`src/rtl/i2s_seq_pkg.sv`:
```
// Shared types for the I2S capture sequencer: FSM state encoding and capture modes.
package i2s_seq_pkg;

    typedef enum logic [2:0] {
        IDLE,
        FLUSH,
        ARM,
        CAPT,
        HANG,
        DRAIN,
        DONE
    } state_t;

    localparam logic MODE_FIXED = 1'b0;
    localparam logic MODE_VAD   = 1'b1;

endpackage

```
`src/rtl/i2s_seq_obuf.sv`:
```
// One-entry output register for the capture stream; data and last are held
// stable while a beat is pending and the consumer is not ready.
module i2s_seq_obuf #(
    parameter int DW = 32
) (
    input  logic          clk,
    input  logic          rst_n,
    input  logic          i_load,
    input  logic [DW-1:0] i_data,
    input  logic          i_last,
    input  logic          i_ready,
    output logic          o_valid,
    output logic [DW-1:0] o_data,
    output logic          o_last,
    output logic          o_can_load
);

    logic          r_valid;
    logic [DW-1:0] r_data;
    logic          r_last;

    always_ff @(posedge clk) begin
        if (!rst_n) begin
            r_valid <= 1'b0;
            r_data  <= '0;
            r_last  <= 1'b0;
        end else if (i_load) begin
            r_valid <= 1'b1;
            r_data  <= i_data;
            r_last  <= i_last;
        end else if (r_valid && i_ready) begin
            r_valid <= 1'b0;
        end
    end

    assign o_valid    = r_valid;
    assign o_data     = r_data;
    assign o_last     = r_last;
    assign o_can_load = !r_valid || i_ready;

endmodule

```
`src/rtl/i2s_capture_seq.sv`:
```
// Capture sequencer: enables the I2S core, flushes its FIFO, optionally waits for
// voice activity, then pops samples into a valid/ready stream framed by count or hangover.
//
//  state | meaning
//  IDLE  | waiting for start
//  FLUSH | one-cycle FIFO flush, core disabled
//  ARM   | core enabled; VAD mode discards samples until vad_flag
//  CAPT  | popping samples into the stream
//  HANG  | popping samples after vad_flag fell, counting hangover
//  DRAIN | core disabled, waiting for the pending beat to be taken
//  DONE  | one-cycle completion pulse
module i2s_capture_seq #(
    parameter int CW = 16,
    parameter int HW = 8
) (
    input  logic          clk,
    input  logic          rst_n,
    input  logic          start,
    input  logic          stop,
    input  logic          mode,
    input  logic [CW-1:0] frame_len,
    input  logic [HW-1:0] hangover,
    output logic          i2s_en,
    output logic          fifo_flush,
    output logic          fifo_rd,
    input  logic          fifo_empty,
    input  logic          fifo_full,
    input  logic [31:0]   fifo_rdata,
    input  logic          vad_flag,
    output logic          m_valid,
    output logic [31:0]   m_data,
    output logic          m_last,
    input  logic          m_ready,
    output logic          busy,
    output logic          done,
    output logic          overrun,
    output logic          aborted
);
    import i2s_seq_pkg::*;

    state_t        r_state;
    state_t        w_state_nxt;
    logic [CW-1:0] r_frame_len;
    logic [CW-1:0] r_cnt;
    logic [HW-1:0] r_hangover;
    logic [HW-1:0] r_hang_ctr;
    logic          r_mode;
    logic          r_last_sent;
    logic          r_overrun;
    logic          r_aborted;

    logic          w_accept;
    logic          w_stop_hit;
    logic          w_pop_state;
    logic          w_can_load;
    logic          w_pop;
    logic          w_discard;
    logic          w_last;
    logic [HW-1:0] w_hang_lim;

    assign w_accept    = (r_state == IDLE) && start && !stop && (frame_len != '0);
    assign w_stop_hit  = stop && (r_state inside {FLUSH, ARM, CAPT, HANG});
    assign w_pop_state = r_state inside {CAPT, HANG};
    // stop suppresses any pop in the same cycle so the abort leaves the FIFO untouched
    assign w_pop       = w_pop_state && !fifo_empty && w_can_load && !r_last_sent && !stop;
    assign w_discard   = (r_state == ARM) && (r_mode == MODE_VAD) && !vad_flag
                         && !fifo_empty && !stop;
    assign w_hang_lim  = (r_hangover == '0) ? HW'(1) : r_hangover;
    assign w_last      = (r_cnt + CW'(1) == r_frame_len)
                         || ((r_state == HANG) && (r_hang_ctr + HW'(1) == w_hang_lim));

    always_ff @(posedge clk) begin
        if (!rst_n) begin
            r_state <= IDLE;
        end else begin
            r_state <= w_state_nxt;
        end
    end

    always_comb begin
        w_state_nxt = r_state;
        case (r_state)
            IDLE:  if (w_accept) w_state_nxt = FLUSH;
            FLUSH: w_state_nxt = stop ? DRAIN : ARM;
            ARM: begin
                if (stop)                                  w_state_nxt = DRAIN;
                else if (r_mode == MODE_FIXED || vad_flag) w_state_nxt = CAPT;
            end
            CAPT: begin
                if (stop || (w_pop && w_last))               w_state_nxt = DRAIN;
                else if (r_mode == MODE_VAD && !vad_flag)    w_state_nxt = HANG;
            end
            HANG: begin
                if (stop || (w_pop && w_last)) w_state_nxt = DRAIN;
                else if (vad_flag)             w_state_nxt = CAPT;
            end
            DRAIN: if (w_can_load) w_state_nxt = DONE;
            DONE:  w_state_nxt = IDLE;
            default: w_state_nxt = IDLE;
        endcase
    end

    always_comb begin
        i2s_en     = r_state inside {ARM, CAPT, HANG};
        fifo_flush = (r_state == FLUSH);
        fifo_rd    = w_pop || w_discard;
        busy       = (r_state != IDLE);
        done       = (r_state == DONE);
    end

    always_ff @(posedge clk) begin
        if (!rst_n) begin
            r_frame_len <= '0;
            r_hangover  <= '0;
            r_mode      <= MODE_FIXED;
            r_cnt       <= '0;
            r_hang_ctr  <= '0;
            r_last_sent <= 1'b0;
            r_overrun   <= 1'b0;
            r_aborted   <= 1'b0;
        end else if (w_accept) begin
            r_frame_len <= frame_len;
            r_hangover  <= hangover;
            r_mode      <= mode;
            r_cnt       <= '0;
            r_hang_ctr  <= '0;
            r_last_sent <= 1'b0;
            r_overrun   <= 1'b0;
            r_aborted   <= 1'b0;
        end else begin
            if (w_pop) begin
                r_cnt <= r_cnt + CW'(1);
                if (w_last) r_last_sent <= 1'b1;
            end
            // hangover counts only pops made after vad_flag fell
            if (r_state == CAPT) begin
                r_hang_ctr <= '0;
            end else if (r_state == HANG && w_pop) begin
                r_hang_ctr <= r_hang_ctr + HW'(1);
            end
            if (w_pop_state && fifo_full) r_overrun <= 1'b1;
            if (w_stop_hit)               r_aborted <= 1'b1;
        end
    end

    assign overrun = r_overrun;
    assign aborted = r_aborted;

    i2s_seq_obuf #(
        .DW(32)
    ) u_obuf (
        .clk        (clk),
        .rst_n      (rst_n),
        .i_load     (w_pop),
        .i_data     (fifo_rdata),
        .i_last     (w_last),
        .i_ready    (m_ready),
        .o_valid    (m_valid),
        .o_data     (m_data),
        .o_last     (m_last),
        .o_can_load (w_can_load)
    );

endmodule

```
`config.mk`:
```
export PLATFORM = sky130hd
export DESIGN_NAME = i2s_capture_seq
export DESIGN_NICKNAME = d
export VERILOG_FILES = /design/src/rtl/i2s_seq_pkg.sv /design/src/rtl/i2s_seq_obuf.sv /design/src/rtl/i2s_capture_seq.sv
export SDC_FILE = /design/constraint.sdc
export NUM_CORES = 1
export LEC_CHECK = 0
export BUFFER_PORTS_ARGS = -buffer_cell sky130_fd_sc_hd__buf_2
export CORE_ASPECT_RATIO = 1.2
export CORE_MARGIN = 1
export CORE_UTILIZATION = 55
export CTS_CLUSTER_SIZE = 8
export DETAILED_ROUTE_END_ITERATION = 8
export GPL_ROUTABILITY_DRIVEN = 0
export PLACE_DENSITY_LB_ADDON = 0.25
export SLEW_MARGIN = 10
export SYNTH_ARGS = -nofsm -noshare
export SYNTH_HDL_FRONTEND = slang
export SYNTH_SLANG_ARGS = --single-unit
```
`constraint.sdc`:
```
create_clock -name clk -period 3.7 [get_ports clk]
set_input_delay 0.74 -clock clk [delete_from_list [all_inputs] [get_ports clk]]
set_output_delay 0.74 -clock clk [all_outputs]
set_load 0.01 [all_outputs]
```
==> flow_summary.ini <==
[synth]
ys_seq_elements = 89
syn-instance-count = 527
synth-edff-count = 0
avgSynthCellArea_um2 = 8.274
ys.flop_type = dfxtp_1
yosys.area.top_type_share = 0.4086
synth.distinct_cells = 60
synthArstFlopShare = 0
yosys_warnings = 0
synth_top_area_cell = dfxtp_1
synth_nets = 595
ys_top_cells_by_count = 89 x dfxtp_1, 89 x nand2_1, 61 x nor2_1
synth_area_leaders = dfxtp_1 41%, nand2_1 7.7%, mux2i_1 6.2%
seq_area_frac_synth = 0.4086
synth_area_mm2 = 0.004360

[clock_network]
cts_buffer_depth = 2
post_cts_resized = 0
cts.sinks = 89
holdBufCountCts = 0
htreeDepth = 3
clock_latency_ns = 0.36
cts_tree = done
post_cts_buffers = 0
cts_buffers = 9
cts.reportedPaths.clkPinSlew_ns = 0.09
cts_root_buf = clkbuf_8

[flow_run]
drv_cap = 0

[power]
p_per_area_mw_per_mm2 = 478.5
vdd_ir_drop_max_mv = 0.3636
p_leak_nw = 2.150

[floorplanning]
core_mm2 = 0.007664
io_pins = 106
start_util = 0.5690
rows = 35
die_w_um = 83.28
die_h_um = 99.54
die_area_mm2 = 0.008289

[setup_path]
worst-endpoint-required_ns = 3.96
crit_fanout = 13
start_kind = flip-flop
cp.arrival_ns = 3.24
critPathKind = reg2reg
rr_worst_depth = 8
end_kind = flip-flop

[place]
hpwl_mm = 7.406
portBuffers = 105
dpl.cell_count = 694
placed_cell_area_mm2 = 0.004888

[timing]
period_needed_ns = 2.983
slew-limit-headroom = 0.3224
fmax_ghz = 0.3352
period_share = 0.8063
rsz0062_at_grt = no
setup_viol = 0
finalMaxSlewViolations = 0
finalClockSkew_ns = 0.01255
worst_pin_slew_ns = 1.016
hold_viol_final = 0
fin_setup_tns_ns = 0
whs_ns = 0.4533

[routing]
viasPerCell = 5.575
wl_mm = 10.28
drtIter0Drc = 245
via_count = 3958
drtPass1Iterations = 6
ant_nets = 0
wl_per_cell_um = 14.48
drc = 0

[cells_and_area]
drive_gt1_frac = 0.2217
design_area_mm2 = 0.005112
n_antenna_cell = 0
area_growth_pct = 17.25
instances_no_fill = 710
nets = 681

[min_path]
worstHoldPathType = reg2reg
hold_depth = 2

[global_route]
antenna_found_initial = 0
grt.overflow.total = 0
grt_pass1_vias = 3566
grt_usage = 0.2455
grt_pass1_wl_mm = 16.51
grt_max_degree = 63

[status]
status = finished, final reports clean
cell usage in the layout (no fill, tap or decap), types with 2 or more instances in the layout:
cell type,n
a211oi_1,2
a21oi_1,47
a22oi_1,2
a311oi_1,2
a31oi_1,3
and2_1,4
and3_1,5
buf_2,105
buf_4,3
bufinv_16,2
clkbuf_8,9
clkinvlp_4,3
dfxtp_1,89
ha_1,3
inv_1,6
inv_6,2
mux2i_1,27
nand2_1,89
nand2b_1,5
nand3_1,11
nand3_2,2
nand4_1,13
nor2_1,61
nor2b_1,7
nor3_1,10
nor4_1,8
o211ai_1,2
o21ai_0,9
o311ai_0,2
o31ai_1,2
or3_1,5
or4_1,3
or4b_1,2
xnor2_1,24
xor2_1,22
layer usage:
metal	routed length (um)	up-vias	part of all wire	GRT usage
met2	5185	120	0.50	0.4300
met1	4405	1829	0.43	0.2930
li1	-	1990	-	-
met5	0	-	0	0
met4	220	0	0.021	0.1008
met3	470	19	0.046	0.05062
final timing paths:
kind | from | to | slack [ns]
worst max-delay path | r_cnt[0] | r_state[0] | 0.72
worst min-delay path | u_obuf.o_data[10] | u_obuf.o_data[10] | 0.45
worst max register to register | r_cnt[0] | r_state[0] | 0.72
worst min register to register | u_obuf.o_data[10] | u_obuf.o_data[10] | 0.45
sequential cells by signal (all words and copies together) (netlist names), 3 cells and up:
name           count
u_obuf.o_data     32
r_state            3
r_hang_ctr         8
r_frame_len       16
r_cnt             16
r_hangover         8
cell type report:
type | count | area [um2]
Fill cell | 658 | 2551
Timing Repair Buffer | 108 | 548.0
Tap cell | 92 | 115.1
Clock inverter | 7 | 100.1
Multi-Input combinational cell | 398 | 2417
Sequential cell | 89 | 1782
Clock buffer | 9 | 123.9
Inverter | 7 | 26.28
critical path, cell delays in order, from the launching register on:
cell	delay, ns
dfxtp_1	0.54
ha_1	0.45
or3b_1	0.38
a211o_1	0.31
a32oi_1	0.24
o2111ai_2	0.18
o31ai_2	0.37
nand3_1	0.13
a311oi_1	0.28
stage by stage:
stage / utilization / total power [mW] / worst slack [ns]
2_1_floorplan: - / 1.542 / 0.9396
3_3_place_gp: 0.6379 / 1.701 / 0.9180
3_5_place_dp: 0.6379 / 1.719 / 0.7292
4_1_cts: 0.6671 / 2.455 / 0.7320
5_1_grt: 0.6671 / 2.574 / 0.5157
6_report: 0.6671 / 2.446 / 0.7167
where the power goes:
group | internal (mW) | switching, mW | total, mW
clock network | 0.385 | 0.357 | 0.741
registers | 1.03 | 0.0831 | 1.12
logic | 0.254 | 0.335 | 0.589
total | 1.67 | 0.774 | 2.45
cell families after synthesis:
kind of cell	Yosys count	share of synthesized area
AND/OR/NAND/NOR	233	0.2517
flip-flops	89	0.4086
AO/OA/AOI/OAI	88	0.1320
XOR/XNOR	47	0.09756
buffers and inverters	40	0.03960
multiplexers	27	0.06198
adder cells (fa/ha/maj)	3	0.008609
Note: power is estimated with default switching activity, not from simulation.
